File: src/rtl/vga_pkg.sv
//------------------------------------------------------------------------------
// vga_pkg
// Shared definitions for the VGA zone-detect slice:
//   - ZONE_* map colour codes recognised as interactive zones
//   - MARKER_RGB, the colour painted on the probe pixel in debug builds
//   - zone_state_t, the debounce FSM state encoding
//   - classify_zone(), which maps a captured sample onto a zone code
//------------------------------------------------------------------------------
package vga_pkg;

    localparam logic [11:0] ZONE_NONE   = 12'h000;
    localparam logic [11:0] ZONE_WOMAN  = 12'h00F;
    localparam logic [11:0] ZONE_WIZARD = 12'h0FF;
    localparam logic [11:0] ZONE_DOOR   = 12'hFF0;

    localparam logic [11:0] MARKER_RGB  = 12'hF0F;

    typedef enum logic [0:0] {
        LOCKED  = 1'b0,
        PENDING = 1'b1
    } zone_state_t;

    // Only the three known zone colours survive; anything else, or a frame
    // in which the probe pixel was never seen, reads as "no zone".
    function automatic logic [11:0] classify_zone(input logic        valid,
                                                  input logic [11:0] rgb);
        if (!valid) begin
            return ZONE_NONE;
        end
        case (rgb)
            ZONE_WOMAN, ZONE_WIZARD, ZONE_DOOR: return rgb;
            default:                            return ZONE_NONE;
        endcase
    endfunction

endpackage

File: src/rtl/vga_if.sv
//------------------------------------------------------------------------------
// vga_if
// One VGA timing + colour stream.
//   vcount, hcount : 11-bit raster position
//   vsync,  hsync  : sync pulses
//   vblnk,  hblnk  : blanking flags (pixel not visible when either is set)
//   rgb            : 12-bit colour, 4 bits per channel
// Modports:
//   in  : consumer side (all fields are inputs)
//   out : producer side (all fields are outputs)
//------------------------------------------------------------------------------
interface vga_if;

    logic [10:0] vcount;
    logic        vsync;
    logic        vblnk;
    logic [10:0] hcount;
    logic        hsync;
    logic        hblnk;
    logic [11:0] rgb;

    modport in (
        input vcount, vsync, vblnk, hcount, hsync, hblnk, rgb
    );

    modport out (
        output vcount, vsync, vblnk, hcount, hsync, hblnk, rgb
    );

endinterface

File: src/rtl/zone_debounce.sv
//------------------------------------------------------------------------------
// zone_debounce
// Per-frame debounce of the zone code under the player. A new code must be
// seen on STABLE_FRAMES consecutive evaluations before it is published on
// current_pix, at which point zone_change pulses for one clock.
//
// Parameters:
//   STABLE_FRAMES : evaluations a new code must persist (1..15)
// Ports:
//   clk          in   pixel clock
//   rst          in   synchronous active-high reset
//   eval         in   one-cycle strobe, once per frame
//   code         in   classified zone code for the frame just finished
//   current_pix  out  published (debounced) zone code
//   zone_change  out  one-cycle pulse when current_pix changes
//------------------------------------------------------------------------------
module zone_debounce
    import vga_pkg::*;
#(
    parameter int unsigned STABLE_FRAMES = 4
) (
    input  logic        clk,
    input  logic        rst,
    input  logic        eval,
    input  logic [11:0] code,
    output logic [11:0] current_pix,
    output logic        zone_change
);

    localparam logic [3:0] STABLE_LIM = 4'(STABLE_FRAMES);

    zone_state_t state;
    logic [11:0] candidate;
    logic [3:0]  counter;
    logic [3:0]  cnt_inc;

    // Saturating increment: the counter holds at 15 rather than wrapping.
    assign cnt_inc = (counter == 4'hF) ? counter : counter + 4'd1;

    // NOTE: all state below is updated with non-blocking assignments so every
    // register samples the pre-edge values of its neighbours.
    always_ff @(posedge clk) begin
        // NOTE: reset is synchronous; it only takes effect on a clock edge.
        if (rst) begin
            state       <= LOCKED;
            current_pix <= ZONE_NONE;
            candidate   <= 12'h000;
            counter     <= 4'd0;
            zone_change <= 1'b0;
        end else begin
            zone_change <= 1'b0;
            if (eval) begin
                case (state)
                    LOCKED: begin
                        if (code == current_pix) begin
                            counter <= 4'd0;
                        end else if (STABLE_LIM == 4'd1) begin
                            // A single stable frame is enough: skip PENDING.
                            current_pix <= code;
                            zone_change <= 1'b1;
                            counter     <= 4'd0;
                        end else begin
                            candidate <= code;
                            counter   <= 4'd1;
                            state     <= PENDING;
                        end
                    end

                    PENDING: begin
                        // candidate never equals current_pix here, so the
                        // order of the first two tests does not matter.
                        if (code == candidate) begin
                            if (cnt_inc >= STABLE_LIM) begin
                                current_pix <= candidate;
                                zone_change <= 1'b1;
                                counter     <= 4'd0;
                                state       <= LOCKED;
                            end else begin
                                counter <= cnt_inc;
                            end
                        end else if (code == current_pix) begin
                            // Glitch died out before being published.
                            counter <= 4'd0;
                            state   <= LOCKED;
                        end else begin
                            candidate <= code;
                            counter   <= 4'd1;
                        end
                    end

                    default: begin
                        counter <= 4'd0;
                        state   <= LOCKED;
                    end
                endcase
            end
        end
    end

endmodule

File: src/rtl/game_zone_detect.sv
//------------------------------------------------------------------------------
// game_zone_detect
// Samples the map colour under the player's probe point once per frame,
// classifies it into a zone code and debounces it across frames. The VGA
// stream passes through with a fixed one-clock delay.
//
// Optional build macro:
//   ZONE_DEBUG_MARKER_EN : paint the probe pixel MARKER_RGB on out.rgb
//
// Parameters:
//   STABLE_FRAMES : frames a new zone code must persist (1..15)
// Ports:
//   clk          in   pixel clock
//   rst          in   synchronous active-high reset
//   in           in   vga_if.in  - map stream before any overlay
//   out          out  vga_if.out - same stream, registered
//   xpos, ypos   in   player probe column / row in pixels
//   current_pix  out  debounced zone code under the player
//   zone_change  out  one-cycle pulse when current_pix changes
//------------------------------------------------------------------------------
module game_zone_detect
    import vga_pkg::*;
#(
    parameter int unsigned STABLE_FRAMES = 4
) (
    input  logic        clk,
    input  logic        rst,
    vga_if.in           in,
    vga_if.out          out,
    input  logic [10:0] xpos,
    input  logic [10:0] ypos,
    output logic [11:0] current_pix,
    output logic        zone_change
);

    logic        vsync_q;
    logic        vsync_rise;
    logic        eval_q;
    logic [10:0] probe_x;
    logic [10:0] probe_y;
    logic        probe_hit;
    logic [11:0] sample;
    logic        captured;
    logic [11:0] zone_code;

    assign vsync_rise = in.vsync & ~vsync_q;

    assign probe_hit = (in.hcount == probe_x) && (in.vcount == probe_y) &&
                       !in.hblnk && !in.vblnk;

    assign zone_code = classify_zone(captured, sample);

    //--------------------------------------------------------------------------
    // Stream pipeline: every field delayed by exactly one clock.
    //--------------------------------------------------------------------------
    always_ff @(posedge clk) begin
        if (rst) begin
            out.vcount <= 11'd0;
            out.vsync  <= 1'b0;
            out.vblnk  <= 1'b0;
            out.hcount <= 11'd0;
            out.hsync  <= 1'b0;
            out.hblnk  <= 1'b0;
            out.rgb    <= 12'h000;
        end else begin
            out.vcount <= in.vcount;
            out.vsync  <= in.vsync;
            out.vblnk  <= in.vblnk;
            out.hcount <= in.hcount;
            out.hsync  <= in.hsync;
            out.hblnk  <= in.hblnk;
`ifdef ZONE_DEBUG_MARKER_EN
            out.rgb    <= probe_hit ? MARKER_RGB : in.rgb;
`else
            out.rgb    <= in.rgb;
`endif
        end
    end

    //--------------------------------------------------------------------------
    // Probe latch and per-frame sample capture. The probe only moves at the
    // vsync rising edge, so a frame is always sampled at one fixed point.
    // The evaluation strobe lands one clock after that edge.
    //--------------------------------------------------------------------------
    always_ff @(posedge clk) begin
        if (rst) begin
            vsync_q  <= 1'b0;
            eval_q   <= 1'b0;
            probe_x  <= 11'd0;
            probe_y  <= 11'd0;
            sample   <= 12'h000;
            captured <= 1'b0;
        end else begin
            vsync_q <= in.vsync;
            eval_q  <= vsync_rise;

            if (vsync_rise) begin
                probe_x <= xpos;
                probe_y <= ypos;
            end

            if (probe_hit) begin
                sample <= in.rgb;
            end

            // The evaluation consumes the flag; a hit in the same cycle
            // already belongs to the next frame.
            if (eval_q) begin
                captured <= probe_hit;
            end else if (probe_hit) begin
                captured <= 1'b1;
            end
        end
    end

    zone_debounce #(
        .STABLE_FRAMES (STABLE_FRAMES)
    ) u_debounce (
        .clk         (clk),
        .rst         (rst),
        .eval        (eval_q),
        .code        (zone_code),
        .current_pix (current_pix),
        .zone_change (zone_change)
    );

endmodule

File: src/flat_wrapper.sv
// flat-port wrapper written by rule: the top's interface ports become plain ports
module game_zone_detect_flat import vga_pkg::*;
#(
    parameter int unsigned STABLE_FRAMES = 4
)
  (clk, rst, xpos, ypos, current_pix, zone_change, in_vcount, in_vsync, in_vblnk, in_hcount, in_hsync, in_hblnk, in_rgb, out_vcount, out_vsync, out_vblnk, out_hcount, out_hsync, out_hblnk, out_rgb);
  vga_if in_i ();
  vga_if out_i ();
  input  logic clk;
  input  logic rst;
  input  logic [10:0] xpos;
  input  logic [10:0] ypos;
  output logic [11:0] current_pix;
  output logic zone_change;
  input wire logic [$bits(in_i.vcount)-1:0] in_vcount;
  input wire logic [$bits(in_i.vsync)-1:0] in_vsync;
  input wire logic [$bits(in_i.vblnk)-1:0] in_vblnk;
  input wire logic [$bits(in_i.hcount)-1:0] in_hcount;
  input wire logic [$bits(in_i.hsync)-1:0] in_hsync;
  input wire logic [$bits(in_i.hblnk)-1:0] in_hblnk;
  input wire logic [$bits(in_i.rgb)-1:0] in_rgb;
  output wire logic [$bits(out_i.vcount)-1:0] out_vcount;
  output wire logic [$bits(out_i.vsync)-1:0] out_vsync;
  output wire logic [$bits(out_i.vblnk)-1:0] out_vblnk;
  output wire logic [$bits(out_i.hcount)-1:0] out_hcount;
  output wire logic [$bits(out_i.hsync)-1:0] out_hsync;
  output wire logic [$bits(out_i.hblnk)-1:0] out_hblnk;
  output wire logic [$bits(out_i.rgb)-1:0] out_rgb;
  assign in_i.vcount = in_vcount;
  assign in_i.vsync = in_vsync;
  assign in_i.vblnk = in_vblnk;
  assign in_i.hcount = in_hcount;
  assign in_i.hsync = in_hsync;
  assign in_i.hblnk = in_hblnk;
  assign in_i.rgb = in_rgb;
  assign out_vcount = out_i.vcount;
  assign out_vsync = out_i.vsync;
  assign out_vblnk = out_i.vblnk;
  assign out_hcount = out_i.hcount;
  assign out_hsync = out_i.hsync;
  assign out_hblnk = out_i.hblnk;
  assign out_rgb = out_i.rgb;
  game_zone_detect #(.STABLE_FRAMES(STABLE_FRAMES)) u_core (.clk(clk), .rst(rst), .in(in_i), .out(out_i), .xpos(xpos), .ypos(ypos), .current_pix(current_pix), .zone_change(zone_change));
endmodule
File: config.mk
export PLATFORM = sky130hd
export DESIGN_NAME = game_zone_detect_flat
export DESIGN_NICKNAME = d
export VERILOG_FILES = /design/src/rtl/vga_pkg.sv /design/src/rtl/vga_if.sv /design/src/rtl/zone_debounce.sv /design/src/rtl/game_zone_detect.sv /design/src/flat_wrapper.sv
export SDC_FILE = /design/constraint.sdc
export NUM_CORES = 1
export LEC_CHECK = 0
export ABC_CLOCK_PERIOD_IN_PS = 4300
export BUFFER_PORTS_ARGS = -buffer_cell sky130_fd_sc_hd__buf_2
export CAP_MARGIN = 20
export CELL_PAD_IN_SITES_DETAIL_PLACEMENT = 0
export CELL_PAD_IN_SITES_GLOBAL_PLACEMENT = 1
export CORE_MARGIN = 1.5
export CORE_UTILIZATION = 26
export DETAILED_ROUTE_END_ITERATION = 12
export GPL_ROUTABILITY_DRIVEN = 0
export PLACE_DENSITY = 0.64
export RECOVER_POWER = 50
export SLEW_MARGIN = 10
export SYNTH_ARGS = -nofsm -noshare
export SYNTH_HDL_FRONTEND = slang
export SYNTH_HIERARCHICAL = 1
export SYNTH_SLANG_ARGS = --single-unit
File: constraint.sdc
create_clock -name clk -period 4.3 [get_ports clk]
set_input_delay 0.43 -clock clk [delete_from_list [all_inputs] [get_ports clk]]
set_output_delay 0.43 -clock clk [all_outputs]
set_load 0.02 [all_outputs]
## Word level (Yosys, flattened, before mapping)

Cells that the tools add are included.

| word-level totals | value |
|---|---|
| flip-flop bits (word level) | 104 |
| word-level logic and storage cells | 60 |

| operators by class | value |
|---|---|
| add/sub/neg operators | 1 |
| magnitude comparators | 1 |
| equality and inequality tests | 9 |
| multiplexer cells | 17 |
| bitwise gates (word level) | 5 |
| reduce and logical (&&, ||, !) cells | 10 |

Operators by type and width:

| cell | count |
|---|---|
| 12-bit two-way mux | 4 |
| 12-bit equality test | 2 |
| 12-bit case mux with 2 select lines | 1 |
| 11-bit equality test | 2 |
| 12-bit equality test, second input constant | 1 |
| 12-bit by 4-bit equality test with 1-bit output, second input constant | 1 |
| 12-bit by 8-bit equality test with 1-bit output, second input constant | 1 |
| 4-bit two-way mux | 3 |
| 4-bit case mux with 2 select lines | 1 |
| 1-bit two-way mux | 7 |
| 4-bit by 1-bit adder with 4-bit output, second input constant | 1 |
| 4-bit equality test, second input constant | 1 |
| 4-bit by 3-bit greater-or-equal comparator with 1-bit output, second input constant | 1 |
| 1-bit NOT | 4 |
| 4-bit AND reduction | 1 |
| 4-bit OR reduction | 1 |
| 1-bit logical AND | 3 |
| 3-bit OR reduction | 1 |
| 1-bit logical NOT | 2 |
| 2-bit != test, second input constant | 1 |
| 1-bit case mux with 2 select lines | 1 |
| 2-bit AND reduction | 1 |
| 2-bit nonzero test | 1 |
| 1-bit AND | 1 |

## Depth between registers and ports, before layout

Gate-level depths: netlist (run 1).

| logic depth | value |
|---|---|
| depth in word-level cells | 8 |
| depth in mapped cells | 13 |

## Cells and area by module

The synthesis (run 1) kept the hierarchy.

Modules (own cells, without submodules):

| module | times used | cells each | area an instance (um^2) |
|---|---|---|---|
| game_zone_detect | 1 | 275 | 2722.6 |
| zone_debounce | 1 | 184 | 1589.0 |

## Least setup slack after synthesis (run 1)

OpenSTA, ideal clock, no wires.

| timing path | value |
|---|---|
| path type | register to register |
| start point | register u_core.sample[0] |
| end point | register u_core.u_debounce.current_pix[11] |
| setup time | 0.132 ns |
| arrival time | 3.070 ns |
| data required time | 4.168 ns |
| slack | 1.098 ns |
| stages on the path, launching flop included | 13 |
| period minus slack after synthesis | 3.202 ns |
| path through | dfxtp_1 or4b_2 o21ai_0 and3_1 clkbuf_1 and2_1 xnor2_1 nand3_1 or4_1 clkbuf_1 clkbuf_1 o41ai_1 a21oi_1 |

| on the way | value |
|---|---|
| longest elaborated chain between the ends | 6 |

RTL lines:

| element | RTL line | text |
|---|---|---|
| start: declaration | game_zone_detect.sv:42 | `logic [11:0] sample;` |
| start signal: assignment | game_zone_detect.sv:103 | `sample <= in.rgb;` |
| 12-bit by 4-bit equality test with 1-bit output (tied with other cells) | vga_pkg.sv:30 | `case (rgb)` |
| 3-bit OR reduction (*) | vga_pkg.sv:30 |  |
| 12-bit two-way mux (*) (2 in series) | vga_pkg.sv:30 |  |
| net u_core.zone_code[9] | game_zone_detect.sv:44 | `logic [11:0] zone_code;` |
| 12-bit equality test (*) | zone_debounce.sv:72 | `if (code == candidate) begin` |
| 4-bit AND reduction (no source line) (*) | n/a |  |
| end signal: assignment | zone_debounce.sv:59 | `current_pix <= code;` |
| end signal: assignment | zone_debounce.sv:74 | `current_pix <= candidate;` |
| end: declaration | zone_debounce.sv:26 | `output logic [11:0] current_pix,` |

Mark *: on every way through the listed nets, which the timed path passes. The rest lies on a longest branch.
A chain may end at the register's enable or synchronous reset.

## Worst setup path after layout (run 1)

| timing path | value |
|---|---|
| start point | register u_core.sample[0] |
| end point | register u_core.u_debounce.zone_change |

| on the way | value |
|---|---|
| longest elaborated chain between the ends | 7 |

RTL lines:

| element | RTL line | text |
|---|---|---|
| 12-bit by 4-bit equality test with 1-bit output (tied with other cells) | vga_pkg.sv:30 |  |
| 3-bit OR reduction (*) | vga_pkg.sv:30 |  |
| 12-bit two-way mux (*) (2 in series) | vga_pkg.sv:30 |  |
| net u_core.zone_code[7] | game_zone_detect.sv:44 |  |
| 12-bit equality test (*) | zone_debounce.sv:72 |  |
| 1-bit NOT (no source line) (*) | n/a |  |
| 4-bit OR reduction (no source line) (*) | n/a |  |
| end signal: assignment | zone_debounce.sv:51 | `zone_change <= 1'b0;` |
| end signal: assignment | zone_debounce.sv:60 | `zone_change <= 1'b1;` |
| end signal: assignment | zone_debounce.sv:75 | `zone_change <= 1'b1;` |
| end: declaration | zone_debounce.sv:27 | `output logic zone_change` |

Marks and branches as above.

==> impl_metrics.env, run 1 <==
export IMPL_status="finished with violations"
export IMPL_violations="capacitance limit, slew limit"
export IMPL_drv_cap=1
export IMPL_hold_end="u_core/out.hsync"
export IMPL_postCtsSetupRepairBufs=0
export IMPL_mostFrequentLayoutCells="dfxtp_1 (104), nand2_1 (75), buf_2 (60), nor2b_1 (55), clkbuf_1 (52)"
export IMPL_dp_cells=762
export IMPL_cts_buffer_depth=2
export IMPL_drive_gt1_share_pct=17.3
export IMPL_hpwl_microns=8110
export IMPL_ys_types=41
export IMPL_rsz0062_at_grt="no"
export IMPL_synth_enable_flop_cells=0
export IMPL_reg2reg_setup_slack_ns=0.70
export IMPL_setup_viol=0
export IMPL_grt_total_usage_pct=13.3
export IMPL_fin_crit_ns=3.60
export IMPL_dr_first_iter_drc_count=129
export IMPL_die_area_sq_um=17400
export IMPL_cp_start_kind="flip-flop"
export IMPL_crit_required_ns=4.55
export IMPL_coreArea_sq_um=16100
export IMPL_hold_violations=0
export IMPL_final_setup_tns_ns=0
export IMPL_cp_arrival_ns=3.85
export IMPL_drc=0
export IMPL_layout_commonest_cell="dfxtp_1"
export IMPL_slew_headroom_pct=-29.2
export IMPL_grt_ovfl_total=0
export IMPL_r2r_end="u_core/u_debounce/zone_change"
export IMPL_cts_root_buffer="clkbuf_16"
export IMPL_antenna_found_initial=0
export IMPL_cts_sinks=104
export IMPL_hp_class="input port to flip-flop"
export IMPL_max_stage_delay_ns=0.66
export IMPL_worst_slack_ns=0.704
export IMPL_wire_per_inst_microns=14.6
export IMPL_hold_buffers=0
export IMPL_syn_to_final_growth_pct=21.7
export IMPL_synth_flop_cell="dfxtp_1"
export IMPL_syn_area_sq_um=4310
export IMPL_yosysSeqAreaShare_pct=48.3
export IMPL_start_util_pct=26.9
export IMPL_ant_nets=0
export IMPL_peakVddDrop_mv=0.178
export IMPL_ys_ff_latch=104
export IMPL_std_cell_rows=46
export IMPL_clk_pin_slew_ns=0.07
export IMPL_cp_end_kind="flip-flop"
export IMPL_cp_num_buf_inv=0
export IMPL_finalNetCount=620
export IMPL_antenna_cells=0
export IMPL_pre_cts_ws_ns=0.750
export IMPL_hold_start="in_hsync"
export IMPL_power_density_nw_per_um2=367
export IMPL_fin_util_pct=32.7
export IMPL_ioPinCount=113
export IMPL_fillCellCount=1708
export IMPL_fmax_mhz=278
export IMPL_grt_pass1_vias=3648
export IMPL_dr_pass1_iters=4
export IMPL_p_leak_nw=2.06
export IMPL_grt_start_max_net_pins=52
export IMPL_cts_tree="built"
export IMPL_r2r_start="u_core/sample[0]"
export IMPL_drv_slew=41
export IMPL_worst_pin_slew_ns=1.94
export IMPL_crit_type="flip-flop to flip-flop"
export IMPL_die_h_microns=132
export IMPL_post_route_period_util_pct=83.6
export IMPL_cp_cell_sequence="or4b_2 -> o21ai_0 -> and3_1 -> and2_1 -> nor2b_1 -> a221o_1 -> or3_1 -> or4_1 -> nor4_2"
export IMPL_ys_async_sr_fraction_pct=0
export IMPL_min_path_cells=2
export IMPL_postSynthNetCount=522
export IMPL_crit_fanout=15
export IMPL_regArea_sq_um=2080
export IMPL_cts_buffers=9
export IMPL_yosys_warnings=6
export IMPL_skew_ns=0.0102
export IMPL_critPathTopFamily="simple AND/OR/NAND/NOR gates"
export IMPL_rr_worst_depth=9
export IMPL_routed_wirelength_microns=11300
export IMPL_die_w_microns=132
export IMPL_avgSynthCellArea_sq_um=9.39
export IMPL_hold_ws_ns=0.292
export IMPL_htree_levels=3
export IMPL_multi_input_area_sq_um=2070
export IMPL_drt_vias_per_instance=4.56
export IMPL_cpMaxStageDelayCell="or4b_2"
export IMPL_grt_pass1_wl_microns=18500
export IMPL_synthCells=459
export IMPL_fin_cells=777
export IMPL_route_vias_total=3543
export IMPL_clk_insertion_delay_late_ns=0.35
export IMPL_ctsResizeCount=0
export IMPL_portBuffers=112
sequential cells by signal, summed over array words and instances, names as in the netlist, 4 cells and up:
| signal | flops |
|---|---|
| u_core/u_debounce/current_pix | 12 |
| u_core/out.rgb | 12 |
| u_core/u_debounce/counter | 4 |
| u_core/sample | 12 |
| u_core/out.hcount | 11 |
| u_core/probe_x | 11 |
| u_core/u_debounce/candidate | 12 |
| u_core/out.vcount | 11 |
| u_core/probe_y | 11 |
layout make-up:
class / count / share of cell area (%)
Multi-Input combinational cell: 319 / 39.5
Tap cell: 216 / 5.15
Sequential cell: 104 / 39.7
Inverter: 7 / 0.501
Clock buffer: 10 / 4.55
Timing Repair Buffer: 116 / 9.97
Clock inverter: 5 / 0.620
power breakdown:
group / switching [mW] / total, mW / internal [mW]
clock: 0.360 / 0.766 / 0.405
combinational: 0.0958 / 0.154 / 0.0586
sequential: 0.0140 / 1.01 / 0.994
total: 0.470 / 1.93 / 1.46
stage by stage:
step	instance area, sq um	power (mW)
2_1_floorplan	4310	1.12
3_3_place_gp	5040	1.19
3_5_place_dp	5040	1.19
4_1_cts	5320	1.96
5_1_grt	5250	2.01
6_report	5250	1.93
per-layer routing:
metal / GRT usage, % / routed length (microns) / share of wire (%)
met1: 15.9 / 4940 / 44
met2: 22.4 / 5440 / 48
met3: 3.84 / 755 / 6.7
met4: 5.68 / 171 / 1.5
met5: 0 / 0 / 0
worst max path at each step:
stage	cells past startpoint	endpoint	slack, ns	from
2_1_floorplan	12	u_core/u_debounce/current_pix[11]	1.10	u_core/sample[0]
4_1_cts	9	u_core/u_debounce/zone_change	0.73	u_core/sample[0]
6_report	9	u_core/u_debounce/zone_change	0.70	u_core/sample[0]
3_5_place_dp	9	u_core/u_debounce/zone_change	0.75	u_core/sample[0]
3_3_place_gp	9	u_core/u_debounce/candidate[3]	0.82	u_core/sample[0]
5_1_grt	9	u_core/u_debounce/current_pix[3]	0.44	u_core/sample[0]
synth_stat cells, types with 2 or more instances:
cell type  number  share of area [%]
clkbuf_1       20                1.7
and2_1         13                1.9
mux2i_1        12                2.8
nor4_2          2               0.58
dfxtp_1       104                 48
o21ai_0         2               0.23
nor4_1          7                1.0
and3_1          3               0.44
a221o_1         2               0.46
nand4_1        19                2.8
or4_1           3               0.52
o41ai_1        12                2.4
nor2_1          3               0.26
buf_1           3               0.26
mux2_4          9                3.1
buf_6           2               0.52
xnor2_1        20                4.1
inv_1           5               0.44
xor2_1         22                4.5
mux2_2          3               0.78
a21oi_1        39                4.5
buf_2           4               0.46
nand2_1        75                6.5
nand2b_1        2               0.29
nand3_1         3               0.35
nor2b_1        55                8.0
kinds of logic after synthesis:
| group | after synthesis | synth area share [%] |
|---|---|---|
| simple gates | 191 | 23.7 |
| flops | 104 | 48.3 |
| compound gates | 61 | 8.94 |
| xor+xnor | 42 | 8.53 |
| buf+inv | 36 | 3.60 |
| mux | 24 | 6.70 |
| fa+ha+maj | 1 | 0.290 |
Note: power is estimated with default switching activity, not from simulation.
==> run 2: changes to the inputs <==
ABC_CLOCK_PERIOD_IN_PS = 3700   (was 4300)
clock period = 3.7 ns   (was 4.3 ns; I/O delays follow)
==> run 2 against run 1 <==
Effect of this change: the flow still finishes with violations (capacitance limit, slew limit); utilization is 0.24 points higher; via count is 0.51% lower; count of clock-buffer cells in the layout is 1 higher; sequential share of layout area is 0.29 points lower; clock power is 16% higher; critical path type unchanged.
==> impl_metrics.env, run 2 (synthesis gave the netlist of run 1 again) <==
export IMPL_wire_per_inst_microns=14.4
export IMPL_syn_to_final_growth_pct=22.6
export IMPL_violations="capacitance limit, slew limit"
export IMPL_start_util_pct=26.9
export IMPL_hold_start="in_hsync"
export IMPL_p_clk_share_pct=39.8
export IMPL_clk_pin_slew_ns=0.07
export IMPL_cp_start_kind="flip-flop"
export IMPL_fillCellCount=1729
export IMPL_die_area_sq_um=17400
export IMPL_sequentialPowerShare_pct=52.2
export IMPL_worst_pin_slew_ns=2.98
export IMPL_min_path_cells=2
export IMPL_regArea_sq_um=2080
export IMPL_clk_insertion_delay_late_ns=0.35
export IMPL_rsz0062_at_grt="no"
export IMPL_hpwl_microns=8120
export IMPL_final_setup_tns_ns=0
export IMPL_finalNetCount=622
export IMPL_fmax_mhz=291
export IMPL_routed_wirelength_microns=11200
export IMPL_setup_viol=0
export IMPL_grt_pass1_vias=3688
export IMPL_ioPinCount=113
export IMPL_htree_levels=3
export IMPL_die_h_microns=132
export IMPL_max_stage_delay_ns=0.67
export IMPL_hp_class="input port to flip-flop"
export IMPL_slew_headroom_pct=-98.8
export IMPL_drv_slew=68
export IMPL_grt_start_max_net_pins=68
export IMPL_drt_vias_per_instance=4.52
export IMPL_cpMaxStageDelayCell="or4b_2"
export IMPL_hold_violations=0
export IMPL_sw_frac_of_total_pct=24.3
export IMPL_r2r_start="u_core/sample[0]"
export IMPL_fin_crit_ns=3.44
export IMPL_hold_end="u_core/out.hsync"
export IMPL_cts_buffer_depth=2
export IMPL_grt_total_usage_pct=13.4
export IMPL_cp_arrival_ns=3.70
export IMPL_r2r_end="u_core/u_debounce/zone_change"
export IMPL_crit_type="flip-flop to flip-flop"
export IMPL_die_w_microns=132
export IMPL_cp_end_kind="flip-flop"
export IMPL_portBuffers=112
export IMPL_ant_nets=0
export IMPL_grt_pass1_wl_microns=18500
export IMPL_route_vias_total=3525
export IMPL_cts_buffers=9
export IMPL_std_cell_rows=46
export IMPL_mostFrequentLayoutCells="dfxtp_1 (104), nand2_1 (75), buf_2 (74), nor2b_1 (55), clkbuf_1 (41)"
export IMPL_grt_ovfl_total=0
export IMPL_drc=0
export IMPL_combPwrFrac_pct=8.0
export IMPL_coreArea_sq_um=16100
export IMPL_cts_sinks=104
export IMPL_cts_root_buffer="clkbuf_16"
export IMPL_rr_worst_depth=9
export IMPL_dr_pass1_iters=5
export IMPL_dr_first_iter_drc_count=178
export IMPL_cts_tree="built"
export IMPL_post_route_period_util_pct=92.9
export IMPL_crit_required_ns=3.96
export IMPL_reg2reg_setup_slack_ns=0.26
export IMPL_drv_cap=1
export IMPL_multi_input_area_sq_um=2080
export IMPL_peakVddDrop_mv=0.250
export IMPL_hold_ws_ns=0.234
export IMPL_crit_fanout=15
export IMPL_p_int_mw=1.70
export IMPL_p_leak_nw=2.12
export IMPL_status="finished with violations"
export IMPL_switchingPower_mw=0.544
export IMPL_cp_cell_sequence="or4b_2 -> o21ai_0 -> and3_1 -> and2_1 -> nor2b_1 -> a221o_1 -> or3_4 -> or4_1 -> nor4_2"
export IMPL_power_density_nw_per_um2=424
export IMPL_skew_ns=0.00677
export IMPL_antenna_cells=0
export IMPL_layout_commonest_cell="dfxtp_1"
export IMPL_antenna_found_initial=0
export IMPL_drive_gt1_share_pct=20.0
run 2: cell count changes in the layout (fill, tap and decap cells not counted), sizes merged:
cell and delta:
buf +15, clkbuf -12, clkinv -1, clkinvlp +1
run 2: final cells by class:
class | instances | share of cell area [%]
multi-input cells | 319 | 39.4
clock buffers | 11 | 4.59
well taps | 216 | 5.11
clock inverters | 5 | 0.592
repair buffers | 118 | 10.4
inverters | 7 | 0.497
flip-flops and latches | 104 | 39.4
run 2: through the flow:
step	instance area [sq um]	power (mW)	utilization (%)	instances	setup WS, ns
floorplan	4310	1.30	-	459	0.498
global placement	5060	1.38	31.5	764	0.215
detailed placement	5060	1.39	31.5	764	0.138
CTS	5330	2.29	33.2	780	0.134
global route	5290	2.35	32.9	780	0.0316
finish	5290	2.24	32.9	780	0.263
run 2: worst max-delay path by stage:
stage | slack (ns) | end | from | cells past startpoint
after floorplan | 0.50 | u_core/u_debounce/current_pix[11] | u_core/sample[0] | 12
after CTS | 0.13 | u_core/u_debounce/zone_change | u_core/sample[0] | 9
after global routing | 0.03 | u_core/u_debounce/zone_change | u_core/sample[0] | 9
final | 0.26 | u_core/u_debounce/zone_change | u_core/sample[0] | 9
after detailed placement | 0.14 | u_core/u_debounce/zone_change | u_core/sample[0] | 9
after global placement | 0.21 | u_core/u_debounce/zone_change | u_core/sample[0] | 9
run 2: per-layer routing:
| layer | GRT usage [%] | routed length (microns) | up-vias |
|---|---|---|---|
| met1 | 15.0 | 4730 | 1629 |
| met2 | 23.1 | 5410 | 112 |
| met4 | 4.38 | 231 | 0 |
| met5 | 0 | 0 | - |
| li1 | - | - | 1760 |
| met3 | 5.27 | 840 | 24 |
run 2: timing repair:
| action | in CTS | in global routing |
|---|---|---|
| hold endpoints to repair | 0 | 0 |
| setup buffers | 0 | 0 |
| endpoints found under the setup margin | 0 | 16 |
| hold buffers | 0 | 0 |
| gates resized for setup | 0 | 2 |
run 2: worst max-delay path, delay by kind of cell (launching register included):
| family | cells | cell delay [ns] |
|---|---|---|
| flip-flops | 1 | 0.33 |
| AND/OR/NAND/NOR | 7 | 2.56 |
| AO/OA/AOI/OAI | 2 | 0.47 |
run 2: power by group through the flow:
stage | Combinational [mW] | Clock, mW | Sequential (mW)
CTS | 0.190 | 0.927 | 1.17
finish | 0.180 | 0.892 | 1.17
detailed placement | 0.189 | 0 | 1.20
global placement | 0.187 | 0 | 1.20
global route | 0.202 | 0.977 | 1.17
floorplan | 0.0784 | 0 | 1.22
==> run 3: changes to the inputs <==
GPL_ROUTABILITY_DRIVEN = default   (was 0)
RECOVER_POWER = 25   (was 50)
==> run 3 against run 2 <==
Effect of this change: the run still ends with capacitance limit, slew limit left; maximum frequency increased by 0.39%; cell area increased by 0.90%; setup slack improved by 0.013 ns; sequential power about the same; critical path depth unchanged; largest power group unchanged.
==> impl_metrics.env, run 3 (synthesis gave the netlist of run 1 again) <==
export IMPL_min_path_cells=2
export IMPL_cpMaxStageDelayCell="or4b_2"
export IMPL_max_stage_delay_ns=0.67
export IMPL_p_int_mw=1.70
export IMPL_hold_start="in_hsync"
export IMPL_cp_arrival_ns=3.68
export IMPL_crit_required_ns=3.96
export IMPL_die_w_microns=132
export IMPL_combPwrFrac_pct=8.3
export IMPL_hold_end="u_core/out.hsync"
export IMPL_finalNetCount=622
export IMPL_drt_vias_per_instance=4.53
export IMPL_skew_ns=0.00756
export IMPL_worst_pin_slew_ns=2.93
export IMPL_antenna_cells=0
export IMPL_grt_total_usage_pct=13.4
export IMPL_fin_crit_ns=3.42
export IMPL_placed_area_sq_um=5060
export IMPL_hpwl_microns=8120
export IMPL_slew_headroom_pct=-95.3
export IMPL_peakVddDrop_mv=0.251
export IMPL_rsz0062_at_grt="no"
export IMPL_hold_ws_ns=0.233
export IMPL_fillCellCount=1707
export IMPL_grt_pass1_vias=3688
export IMPL_worst_slack_ns=0.276
export IMPL_gp_congestion=0.798
export IMPL_p_clk_share_pct=39.7
export IMPL_layout_commonest_cell="buf_2"
export IMPL_antenna_found_initial=0
export IMPL_dr_first_iter_drc_count=175
export IMPL_pre_cts_ws_ns=0.138
export IMPL_cp_start_kind="flip-flop"
export IMPL_setup_viol=0
export IMPL_die_area_sq_um=17400
export IMPL_clk_pin_slew_ns=0.07
export IMPL_r2r_end="u_core/u_debounce/zone_change"
export IMPL_fin_cells=780
export IMPL_crit_fanout=15
export IMPL_rr_worst_depth=9
export IMPL_start_util_pct=26.9
export IMPL_grt_start_max_net_pins=68
export IMPL_cts_sinks=104
export IMPL_portBuffers=112
export IMPL_mostFrequentLayoutCells="buf_2 (112), dfxtp_1 (104), nand2_1 (75), nor2b_1 (55), a21oi_1 (39)"
export IMPL_crit_type="flip-flop to flip-flop"
export IMPL_violations="capacitance limit, slew limit"
export IMPL_dp_cells=764
export IMPL_dr_pass1_iters=4
export IMPL_switchingPower_mw=0.543
export IMPL_routed_wirelength_microns=11200
export IMPL_final_area_sq_um=5330
export IMPL_ant_nets=0
export IMPL_die_h_microns=132
export IMPL_power_density_nw_per_um2=421
export IMPL_drive_gt1_share_pct=26.8
export IMPL_p_leak_nw=2.26
export IMPL_sequentialPowerShare_pct=52.1
export IMPL_sw_frac_of_total_pct=24.2
export IMPL_clk_insertion_delay_late_ns=0.35
export IMPL_drc=0
export IMPL_grt_pass1_wl_microns=18500
export IMPL_cts_buffers=9
export IMPL_p_total_mw=2.25
export IMPL_route_vias_total=3533
export IMPL_hp_class="input port to flip-flop"
export IMPL_htree_levels=3
export IMPL_final_setup_tns_ns=0
export IMPL_syn_to_final_growth_pct=23.7
export IMPL_drv_cap=1
export IMPL_ioPinCount=113
export IMPL_r2r_start="u_core/sample[0]"
export IMPL_cts_root_buffer="clkbuf_16"
export IMPL_fmax_mhz=292
export IMPL_cp_cell_sequence="or4b_2 -> o21ai_0 -> and3_1 -> and2_1 -> nor2b_1 -> a221o_1 -> or3_4 -> or4_1 -> nor4_2"
export IMPL_wire_per_inst_microns=14.4
export IMPL_post_route_period_util_pct=92.5
export IMPL_drv_slew=68
export IMPL_status="finished with violations"
export IMPL_cts_buffer_depth=2
export IMPL_std_cell_rows=46
export IMPL_hold_violations=0
export IMPL_grt_ovfl_total=0
export IMPL_cts_tree="built"
export IMPL_coreArea_sq_um=16100
export IMPL_reg2reg_setup_slack_ns=0.28
export IMPL_cp_end_kind="flip-flop"
export IMPL_fin_util_pct=33.2
[run 3: changes by cell type in the layout (fill, tap and decap cells not counted), sizes merged]
cell | before | now
buf | 78 | 116
clkbuf | 51 | 13
[run 3: area by class of cell]
class / instances / area, sq um / area share (%)
clock inverters: 5 / 31.3 / 0.586
well taps: 216 / 270 / 5.07
inverters: 7 / 26.3 / 0.493
flip-flops and latches: 104 / 2080 / 39.0
multi-input cells: 319 / 2080 / 39.1
clock buffers: 11 / 243 / 4.55
repair buffers: 118 / 598 / 11.2
[run 3: repair_timing]
action / 4_1_cts / 5_1_grt
hold buffers: 0 / 0
gates resized for setup: 0 / 2
buffers inserted: 0 / 0
endpoints found under the setup margin: 0 / 16
[run 3: how the worst max path moves through the flow]
stage                      from                                end  slack [ns]  depth (start not counted)
2_1_floorplan  u_core/sample[0]  u_core/u_debounce/current_pix[11]        0.50                         12
3_3_place_gp   u_core/sample[0]      u_core/u_debounce/zone_change        0.21                          9
3_5_place_dp   u_core/sample[0]      u_core/u_debounce/zone_change        0.14                          9
4_1_cts        u_core/sample[0]      u_core/u_debounce/zone_change        0.13                          9
5_1_grt        u_core/sample[0]      u_core/u_debounce/zone_change        0.03                          9
6_report       u_core/sample[0]      u_core/u_debounce/zone_change        0.28                          9
[run 3: power by group through the flow]
| stage | Clock [mW] | Combinational [mW] | Sequential (mW) |
|---|---|---|---|
| after floorplan | 0 | 0.0784 | 1.22 |
| after global placement | 0 | 0.187 | 1.20 |
| after detailed placement | 0 | 0.189 | 1.20 |
| after CTS | 0.927 | 0.190 | 1.17 |
| after global routing | 0.977 | 0.208 | 1.17 |
| final | 0.892 | 0.185 | 1.17 |
[run 3: worst max-delay path, delay by kind of cell, from the launching register on]
| family | cells | cell delay (ns) |
|---|---|---|
| AOI/OAI and AO/OA | 2 | 0.47 |
| DFF | 1 | 0.32 |
| and+or+nand+nor | 7 | 2.53 |
[run 3: per-layer routing]
layer / wire [microns] / vias up / track usage, %
met5: 0 / - / 0
li1: - / 1757 / -
met4: 189 / 0 / 4.38
met2: 5440 / 112 / 23.1
met3: 823 / 18 / 5.27
met1: 4750 / 1646 / 15.0
